## src/rtl/ram_arbiter.sv

```systemverilog
// Two-requester arbiter in front of a single-port RAM: bounded-burst ownership,
// combinational RAM drive, and one-cycle-later read-data return to the issuing requester.
module ram_arbiter #(
   parameter int unsigned MAX_BURST = 4
) (
   input  logic        clk,
   input  logic        rst,
   input  logic        a_req,
   input  logic        a_we,
   input  logic [9:0]  a_addr,
   input  logic [7:0]  a_wdata,
   output logic        a_gnt,
   output logic        a_rvalid,
   output logic [7:0]  a_rdata,
   input  logic        b_req,
   input  logic        b_we,
   input  logic [9:0]  b_addr,
   input  logic [7:0]  b_wdata,
   output logic        b_gnt,
   output logic        b_rvalid,
   output logic [7:0]  b_rdata,
   output logic        ram_en,
   output logic        ram_we,
   output logic [9:0]  ram_addr,
   output logic [7:0]  ram_data,
   input  logic [7:0]  ram_dout
);

   localparam int unsigned CW = 3;
   localparam logic LAST_A = 1'b0;
   localparam logic LAST_B = 1'b1;

   typedef enum logic [1:0] {IDLE = 2'd0, OWN_A = 2'd1, OWN_B = 2'd2} state_e;

   state_e          cur_q, cur_d;
   logic [CW-1:0]   cnt_q, cnt_d;
   logic            last_q, last_d;
   logic            a_rvalid_q, a_rvalid_d;
   logic            b_rvalid_q, b_rvalid_d;
   logic            win_a, win_b;
   logic            under_burst;
   logic [CW-1:0]   cnt_inc;

   assign under_burst = (cnt_q < CW'(MAX_BURST));
   assign cnt_inc     = (cnt_q == CW'(7)) ? CW'(7) : cnt_q + CW'(1);

   // State register; reset leaves last pointing at B so A wins the first tie
   always_ff @(posedge clk or posedge rst) begin
      if (rst) begin
         cur_q      <= IDLE;
         cnt_q      <= '0;
         last_q     <= LAST_B;
         a_rvalid_q <= 1'b0;
         b_rvalid_q <= 1'b0;
      end else begin
         cur_q      <= cur_d;
         cnt_q      <= cnt_d;
         last_q     <= last_d;
         a_rvalid_q <= a_rvalid_d;
         b_rvalid_q <= b_rvalid_d;
      end
   end

   // Winner selection, next state and combinational RAM drive
   always_comb begin
      win_a      = 1'b0;
      win_b      = 1'b0;
      cur_d      = cur_q;
      cnt_d      = cnt_q;
      last_d     = last_q;
      a_rvalid_d = 1'b0;
      b_rvalid_d = 1'b0;
      a_gnt      = 1'b0;
      b_gnt      = 1'b0;
      ram_en     = 1'b0;
      ram_we     = 1'b0;
      ram_addr   = '0;
      ram_data   = '0;

      if (!rst) begin
         case (cur_q)
            OWN_A: begin
               if (a_req && (under_burst || !b_req)) win_a = 1'b1;
               else if (b_req)                       win_b = 1'b1;
            end
            OWN_B: begin
               if (b_req && (under_burst || !a_req)) win_b = 1'b1;
               else if (a_req)                       win_a = 1'b1;
            end
            default: begin
               if (a_req && b_req) begin
                  win_a = (last_q == LAST_B);
                  win_b = (last_q == LAST_A);
               end else begin
                  win_a = a_req;
                  win_b = b_req;
               end
            end
         endcase
      end

      if (win_a) begin
         a_gnt      = 1'b1;
         ram_en     = 1'b1;
         ram_we     = a_we;
         ram_addr   = a_addr;
         ram_data   = a_wdata;
         a_rvalid_d = !a_we;
         cur_d      = OWN_A;
         last_d     = LAST_A;
         cnt_d      = (cur_q == OWN_A) ? cnt_inc : CW'(1);
      end else if (win_b) begin
         b_gnt      = 1'b1;
         ram_en     = 1'b1;
         ram_we     = b_we;
         ram_addr   = b_addr;
         ram_data   = b_wdata;
         b_rvalid_d = !b_we;
         cur_d      = OWN_B;
         last_d     = LAST_B;
         cnt_d      = (cur_q == OWN_B) ? cnt_inc : CW'(1);
      end else begin
         cur_d = IDLE;
         cnt_d = '0;
      end
   end

   assign a_rvalid = a_rvalid_q;
   assign b_rvalid = b_rvalid_q;
   assign a_rdata  = a_rvalid_q ? ram_dout : 8'h00;
   assign b_rdata  = b_rvalid_q ? ram_dout : 8'h00;

endmodule
```

## config.mk

```make
export PLATFORM = sky130hd
export DESIGN_NAME = ram_arbiter
export DESIGN_NICKNAME = d
export VERILOG_FILES = /design/src/rtl/ram_arbiter.sv
export SDC_FILE = /design/constraint.sdc
export NUM_CORES = 1
export LEC_CHECK = 0
export ABC_AREA = 1
export CELL_PAD_IN_SITES_DETAIL_PLACEMENT = 1
export CELL_PAD_IN_SITES_GLOBAL_PLACEMENT = 1
export CORE_UTILIZATION = 17
export CTS_CLUSTER_DIAMETER = 80
export DETAILED_ROUTE_END_ITERATION = 7
export PLACE_DENSITY = 0.86
export SLEW_MARGIN = 5
export SYNTH_ARGS = -nofsm -noshare
export SYNTH_HDL_FRONTEND = slang
export SYNTH_SLANG_ARGS = --single-unit
```

## constraint.sdc

```tcl
create_clock -name clk -period 1.85 [get_ports clk]
set_input_delay 0.37 -clock clk [delete_from_list [all_inputs] [get_ports clk]]
set_output_delay 0.37 -clock clk [all_outputs]
set_load 0.01 [all_outputs]
```

==> out/qor.yml, run 1 <==
outcome: "finished with violations"
violations: "negative setup slack"
worst_setup_start_kind: "register"
final.period_utilization_pct: 114
final-instance-count-excl-fill: 349
layout-drive-gt1-share_pct: 28.3
synth_top_area_cell: "sky130_fd_sc_hd__nand2_1"
postRouteAntennaNets: 0
detail_route.wirelength_mm: 4.12
drcViolationCount: 0
synth_seq_cells: 8
via_per_inst: 4.16
clock_latency_ps: 230
rrSetupSlack_ps: 140
mappedNetlistNets: 220
timing.max_cap.violations: 0
final_nets: 333
core_region_area_um2: 5170
initial_core_util_pct: 17.9
dp.final_hpwl_mm: 3.40
vias_in_the_first_global_route: 1637
top_post_synthesis_cells_by_area: "sky130_fd_sc_hd__nand2_1 (30%), sky130_fd_sc_hd__dfrtp_1 (19%), sky130_fd_sc_hd__nand3_1 (15%), sky130_fd_sc_hd__inv_1 (11%), sky130_fd_sc_hd__ha_1 (4.0%)"
setup.worst_path.end_class: "primary output"
grt.total_usage_pct: 14.8
pwr_density_cell_nw_per_um2: 866
dp_cells: 338
report.final.slew_viol_count: 0
first_pass_grt_wire_length_mm: 7.01
number_of_h_tree_levels: 1
synth_area_um2: 928
hold_viol: 0
routedWlPerCell_um: 11.8
synth-edff-count: 0
fin_worst_hold_slack_ps: 521
ir_worst_vdd_mv: 0.288
syn_to_final_growth_pct: 130
synth.yosys.seq_area_share_pct: 21.7
timing_worst_setup_path_type: "register to primary output"
yosys_most_used_dff: "sky130_fd_sc_hd__dfrtp_1"
setup_viol: 22
crit_arrival_ps: 1730
detailroute.via_count: 1453
detail_route.iter0.violations: 29
filler_cell_count: 659
max_slew.worst_pin.slew_ps: 265
synth.lib_cells_used.distinct: 19
drt_first_pass_iters: 2
die_h_um: 75.9
leakage_dissipation_nw: 1.23
pin_count_of_the_biggest_net_entering_global_routing: 22
finalWorstPathRequiredPeriod_ps: 2100
setup_tns_ps: -4630
timing.fmax_mhz: 476
clock-sinks: 8
synthesis.yosys.warnings: 0
dieArea_um2: 5760
worst_r2r_endpoint: "b_rvalid$_DFF_PP0_"
unrepaired_setup_endpoints_after_global_routing: "yes"
grt-ovfl-total: 0
worst_r2r_startpoint: "cur_q[1]$_DFF_PP0_"
yosys-top-cells-count: "sky130_fd_sc_hd__nand2_1 (74), sky130_fd_sc_hd__nand3_1 (28), sky130_fd_sc_hd__inv_1 (27), sky130_fd_sc_hd__nor2_1 (9), sky130_fd_sc_hd__dfrtp_1 (7)"
root_buffer: "sky130_fd_sc_hd__clkbuf_8"
floorplan.die.width_um: 75.9
postCtsHoldBufs: 0
fin_util_pct: 41.2
synthesis.area_per_instance_um2: 5.56
clock_tree_from_tritoncts: "built"
ctsLongestPathBuffers: 2
final_critical_path_setup_slack_ps: -252
antenna_cells_inserted: 0
synthCells: 167
dpl_worst_slack_ps: -838
synth_most_common_cell: "sky130_fd_sc_hd__nand2_1"
worst_max_slew_margin_expressed_relative_to_the_limit_pct: 82.3
grt_antenna_before_repair: 0
replace_congestion: 0.865
numPortBuffers: 89
clock_pin_slew_worst_setup_and_hold_paths_ps: 50
synth_top_area_share_pct: 29.9
synth-async-reset-ratio_pct: 100
timing.critical_path.fanout_max: 5
placementRows: 26
skew_ps: 5.64
floorplan.io_pins: 90
min-delay-path-class: "primary input to asynchronous set/reset pin"
worstPathRequired_ps: 1480
cts_made_buffers: 3
worstRegToRegCells: 10
## metal layers
metal / routed length [µm] / share of wire (%) / global-route usage (%) / up-vias
met2: 2310 / 56 / 30.2 / 71
met3: 330 / 8.0 / 3.73 / 0
met1: 1480 / 36 / 14.6 / 658
li1: - / - / - / 724
met4: 0 / 0 / 4.04 / 0
met5: 0 / 0 / 0 / -
## layout by cell type, fill, tap and decap left out
cell type,Yosys,routed
sky130_fd_sc_hd__buf_6,3,12
sky130_fd_sc_hd__buf_2,1,16
sky130_fd_sc_hd__nand3_2,1,7
sky130_fd_sc_hd__ha_1,3,1
sky130_fd_sc_hd__nor3_1,1,1
sky130_fd_sc_hd__nand2_2,2,7
sky130_fd_sc_hd__dlymetal6s2s_1,0,1
sky130_fd_sc_hd__dfrtp_1,7,7
sky130_fd_sc_hd__clkdlybuf4s50_1,0,49
sky130_fd_sc_hd__nand2_4,1,1
sky130_fd_sc_hd__nor2_2,0,1
sky130_fd_sc_hd__nor2_1,9,7
sky130_fd_sc_hd__nand3_1,28,22
sky130_fd_sc_hd__ha_4,0,2
sky130_fd_sc_hd__dlygate4sd2_1,0,17
sky130_fd_sc_hd__nand2_1,74,69
sky130_fd_sc_hd__inv_6,0,1
sky130_fd_sc_hd__dfstp_2,1,1
sky130_fd_sc_hd__buf_4,2,19
sky130_fd_sc_hd__nor2_4,1,2
sky130_fd_sc_hd__a21oi_2,1,2
sky130_fd_sc_hd__buf_12,0,2
sky130_fd_sc_hd__inv_2,0,3
sky130_fd_sc_hd__inv_1,27,24
sky130_fd_sc_hd__clkbuf_1,2,1
sky130_fd_sc_hd__clkbuf_8,0,3
sky130_fd_sc_hd__a21oi_1,2,1
## worst max-delay path by stage
| stage | startpoint | to | slack [ps] |
|---|---|---|---|
| 2_1_floorplan | cur_q[0]$_DFF_PP0_ | ram_addr[5] | 120 |
| 3_3_place_gp | a_req | ram_data[5] | -740 |
| 3_5_place_dp | b_req | ram_addr[1] | -840 |
| 4_1_cts | cur_q[1]$_DFF_PP0_ | ram_data[5] | -260 |
| 5_1_grt | cur_q[0]$_DFF_PP0_ | ram_data[7] | -340 |
| 6_report | cur_q[1]$_DFF_PP0_ | ram_data[4] | -250 |
## stage by stage
step	area (µm²)	power [W]
after global routing	2130	0.00201
after global placement	2030	0.00154
after CTS	2090	0.00182
final	2130	0.00185
after detailed placement	2030	0.00158
after floorplan	928	0.000850
## power by group
group	total, W	internal, W	switching, W
clock	0.000224	0.000150	0.0000743
sequential	0.000266	0.000227	0.0000389
combinational	0.00136	0.000692	0.000665
total	0.00185	0.00107	0.000778
## worst max-delay path, cell delays in order, from the launching register on
cell and delay [ps]:
sky130_fd_sc_hd__dfrtp_1 400, sky130_fd_sc_hd__ha_4 300, sky130_fd_sc_hd__nand3_2 50, sky130_fd_sc_hd__nand2_1 80, sky130_fd_sc_hd__inv_2 40, sky130_fd_sc_hd__nand2_4 120, sky130_fd_sc_hd__buf_6 130, sky130_fd_sc_hd__buf_6 120
sky130_fd_sc_hd__nand3_1 70, sky130_fd_sc_hd__nand2_1 50, sky130_fd_sc_hd__buf_2 120
## layout make-up
cell class              count  area (µm²)  area share, %
clock buffers               4        45.0           2.11
well taps                  70        87.6           4.11
repair buffers            116        1050           49.2
inverters                  28         110           5.16
multi-input cells         123         639           30.0
flip-flops and latches      8         201           9.44
## state kept, by name, indices dropped and copies added, names as in the netlist
name and flops:
cnt_q 3, last_q 1, b_rvalid 1, cur_q 2, a_rvalid 1
## kinds of logic (layout without fill, tap and decap cells)
family / count (synthesis) / after routing / synth area share [%]
simple gates: 117 / 117 / 54.0
buf+inv: 36 / 148 / 18.2
flops: 8 / 8 / 21.7
fa+ha+maj: 3 / 3 / 4.04
compound gates: 3 / 3 / 2.02
## repair_timing
action / 4_1_cts / 5_1_grt
gates resized for setup: 132 / 8
setup endpoints to repair: 37 / 23
pin swaps: 14 / 11
setup buffers: 7 / 1
(Power assumes the default switching activity.)
==> inputs of run 2 (changes only) <==
Settings changed: REMOVE_ABC_BUFFERS set to 1.
Clock period 1.85 ns to 1.95 ns, I/O delays scaled along.
==> run 2 against run 1 <==
Against the previous run: the run still ends with negative setup slack left; first-iteration DRC count shrank 21%; core utilization grew 2.2 points; critical endpoint is now ram_addr[8]; critical path type unchanged; hold slack gained 51 ps; die area is the same; total power grew 2.9%; cell count shrank 2.0%; global-route usage is essentially flat; combinational power grew 4%.
==> out/qor.yml, run 2 (same netlist as run 1, synthesis figures left out) <==
outcome: "finished with violations"
violations: "negative setup slack"
placementRows: 26
final_nets: 326
clock_pin_slew_worst_setup_and_hold_paths_ps: 40
unrepaired_setup_endpoints_after_global_routing: "yes"
setup.worst_path.end_class: "primary output"
drcViolationCount: 0
postCtsHoldBufs: 0
setup_viol: 21
dp.final_hpwl_mm: 3.18
root_buffer: "sky130_fd_sc_hd__clkbuf_8"
timing_worst_setup_path_type: "register to primary output"
number_of_h_tree_levels: 1
numPortBuffers: 89
finalInstanceArea_um2: 2250
syn_to_final_growth_pct: 142
detail_route.iter0.violations: 23
pin_count_of_the_biggest_net_entering_global_routing: 23
routedWlPerCell_um: 12.7
antenna_cells_inserted: 0
detail_route.wirelength_mm: 4.36
timing.max_cap.violations: 0
max_slew.worst_pin.slew_ps: 284
grt_antenna_before_repair: 0
skew_ps: 0.529
crit_arrival_ps: 1740
filler_cell_count: 644
worst_setup_start_kind: "register"
first_pass_grt_wire_length_mm: 6.87
replace_congestion: 0.825
final_critical_path_setup_slack_ps: -179
grt-ovfl-total: 0
timing.critical_path.fanout_max: 6
timing.fmax_mhz: 470
final.period_utilization_pct: 109
most-common-layout-cells: "sky130_fd_sc_hd__nand2_1 (57), sky130_fd_sc_hd__clkdlybuf4s50_1 (56), sky130_fd_sc_hd__inv_1 (23)"
clock_tree_from_tritoncts: "built"
floorplan.io_pins: 90
placement.cell_area_um2: 1980
fin_worst_hold_slack_ps: 571
postRouteAntennaNets: 0
finalWorstPathRequiredPeriod_ps: 2130
top_regs: "cnt_q (3), cur_q (2)"
vias_in_the_first_global_route: 1568
cts_made_buffers: 3
ir_worst_vdd_mv: 0.273
clock_latency_ps: 240
drt_first_pass_iters: 4
floorplan.die.width_um: 75.9
worstPathRequired_ps: 1560
detailroute.via_count: 1446
layout-drive-gt1-share_pct: 32.7
pwr_density_cell_nw_per_um2: 846
ctsLongestPathBuffers: 2
core_region_area_um2: 5170
initial_core_util_pct: 17.9
largest_register_ff_count: 3
grt.total_usage_pct: 14.8
dieArea_um2: 5760
min-delay-path-class: "primary input to asynchronous set/reset pin"
hold_viol: 0
layout_commonest_cell: "sky130_fd_sc_hd__nand2_1"
worst_max_slew_margin_expressed_relative_to_the_limit_pct: 81.1
leakage_dissipation_nw: 1.33
die_h_um: 75.9
report.final.slew_viol_count: 0
via_per_inst: 4.23
report.power.total_w: 0.00190
largest-register: "cnt_q"
clock-sinks: 8
run 2: cell types whose count changed in the layout (fill, tap and decap cells not counted), moves of 7 or more:
cell,change
sky130_fd_sc_hd__buf_4,-7
sky130_fd_sc_hd__dlymetal6s2s_1,+8
sky130_fd_sc_hd__nand2_1,-12
sky130_fd_sc_hd__clkdlybuf4s50_1,+7
sky130_fd_sc_hd__dlygate4sd2_1,-15
sky130_fd_sc_hd__nand2_2,+8
run 2: timing repair:
action | 4_1_cts | 5_1_grt
gates resized for setup | 113 | 49
gates cloned | 1 | 2
pin swaps | 4 | 13
buffers inserted | 4 | 2
endpoints found under the setup margin | 22 | 31
run 2: cell type report:
type                       count  area [µm²]  area share [%]
multi-input combinational    123         719            32.0
inverter                      28         134            5.96
tap                           70        87.6            3.90
clock buffer                   4        45.0            2.01
sequential                     8         201            8.97
timing repair buffer         107        1040            46.1
timing repair inverter         2        22.5            1.00
run 2: path summary, 6_finish.rpt:
path / slack, ps / end / cells after the start / startpoint
setup / recovery: -180 / ram_addr[8] / 10 / cur_q[1]$_DFF_PP0_
hold / removal: 570 / b_rvalid$_DFF_PP0_ / 3 / rst
setup reg to reg: 280 / b_rvalid$_DFF_PP0_ / 9 / cur_q[1]$_DFF_PP0_
hold reg to reg: 630 / cnt_q[0]$_DFF_PP0_ / 3 / cnt_q[0]$_DFF_PP0_
max in group asynchronous: 1170 / last_q$_DFFE_PP1P_ / 3 / rst
min in group clk: 630 / cnt_q[0]$_DFF_PP0_ / 3 / cnt_q[0]$_DFF_PP0_
run 2: report_power, final:
| group | internal, W | switching [W] |
|---|---|---|
| Combinational | 0.000697 | 0.000725 |
| Clock | 0.000143 | 0.0000772 |
| Sequential | 0.000215 | 0.0000427 |
run 2: stage by stage:
stage	setup TNS [ps]	worst slack (ps)	util (%)	instances
2_1_floorplan	0	145	-	159
5_1_grt	-4870	-270	43.4	342
3_3_place_gp	-13750	-652	38.2	332
4_1_cts	-3910	-219	40.1	341
6_report	-3090	-179	43.4	342
3_5_place_dp	-14970	-721	38.2	332
run 2: critical path, cell delays in order (launching register included):
cell                        delay (ps)
sky130_fd_sc_hd__dfrtp_1           410
sky130_fd_sc_hd__ha_4              310
sky130_fd_sc_hd__nand3_2            70
sky130_fd_sc_hd__nand2_2            80
sky130_fd_sc_hd__inv_2              40
sky130_fd_sc_hd__nand2_4            90
sky130_fd_sc_hd__buf_12            170
sky130_fd_sc_hd__clkinv_16          70
sky130_fd_sc_hd__nand2_1            60
sky130_fd_sc_hd__nand2_1            50
sky130_fd_sc_hd__buf_2             140
run 2: metal layers:
metal  wire [µm]  GRT usage (%)
met3         323           4.82
met4          42           5.19
met2        2320           28.4
met1        1680           14.8
met5           0              0
==> inputs of run 3 (changes only) <==
Settings changed: SLEW_MARGIN 5 to 10.
==> results of run 3 <==
Final layout, timing and power as in run 2 (identical DEF).
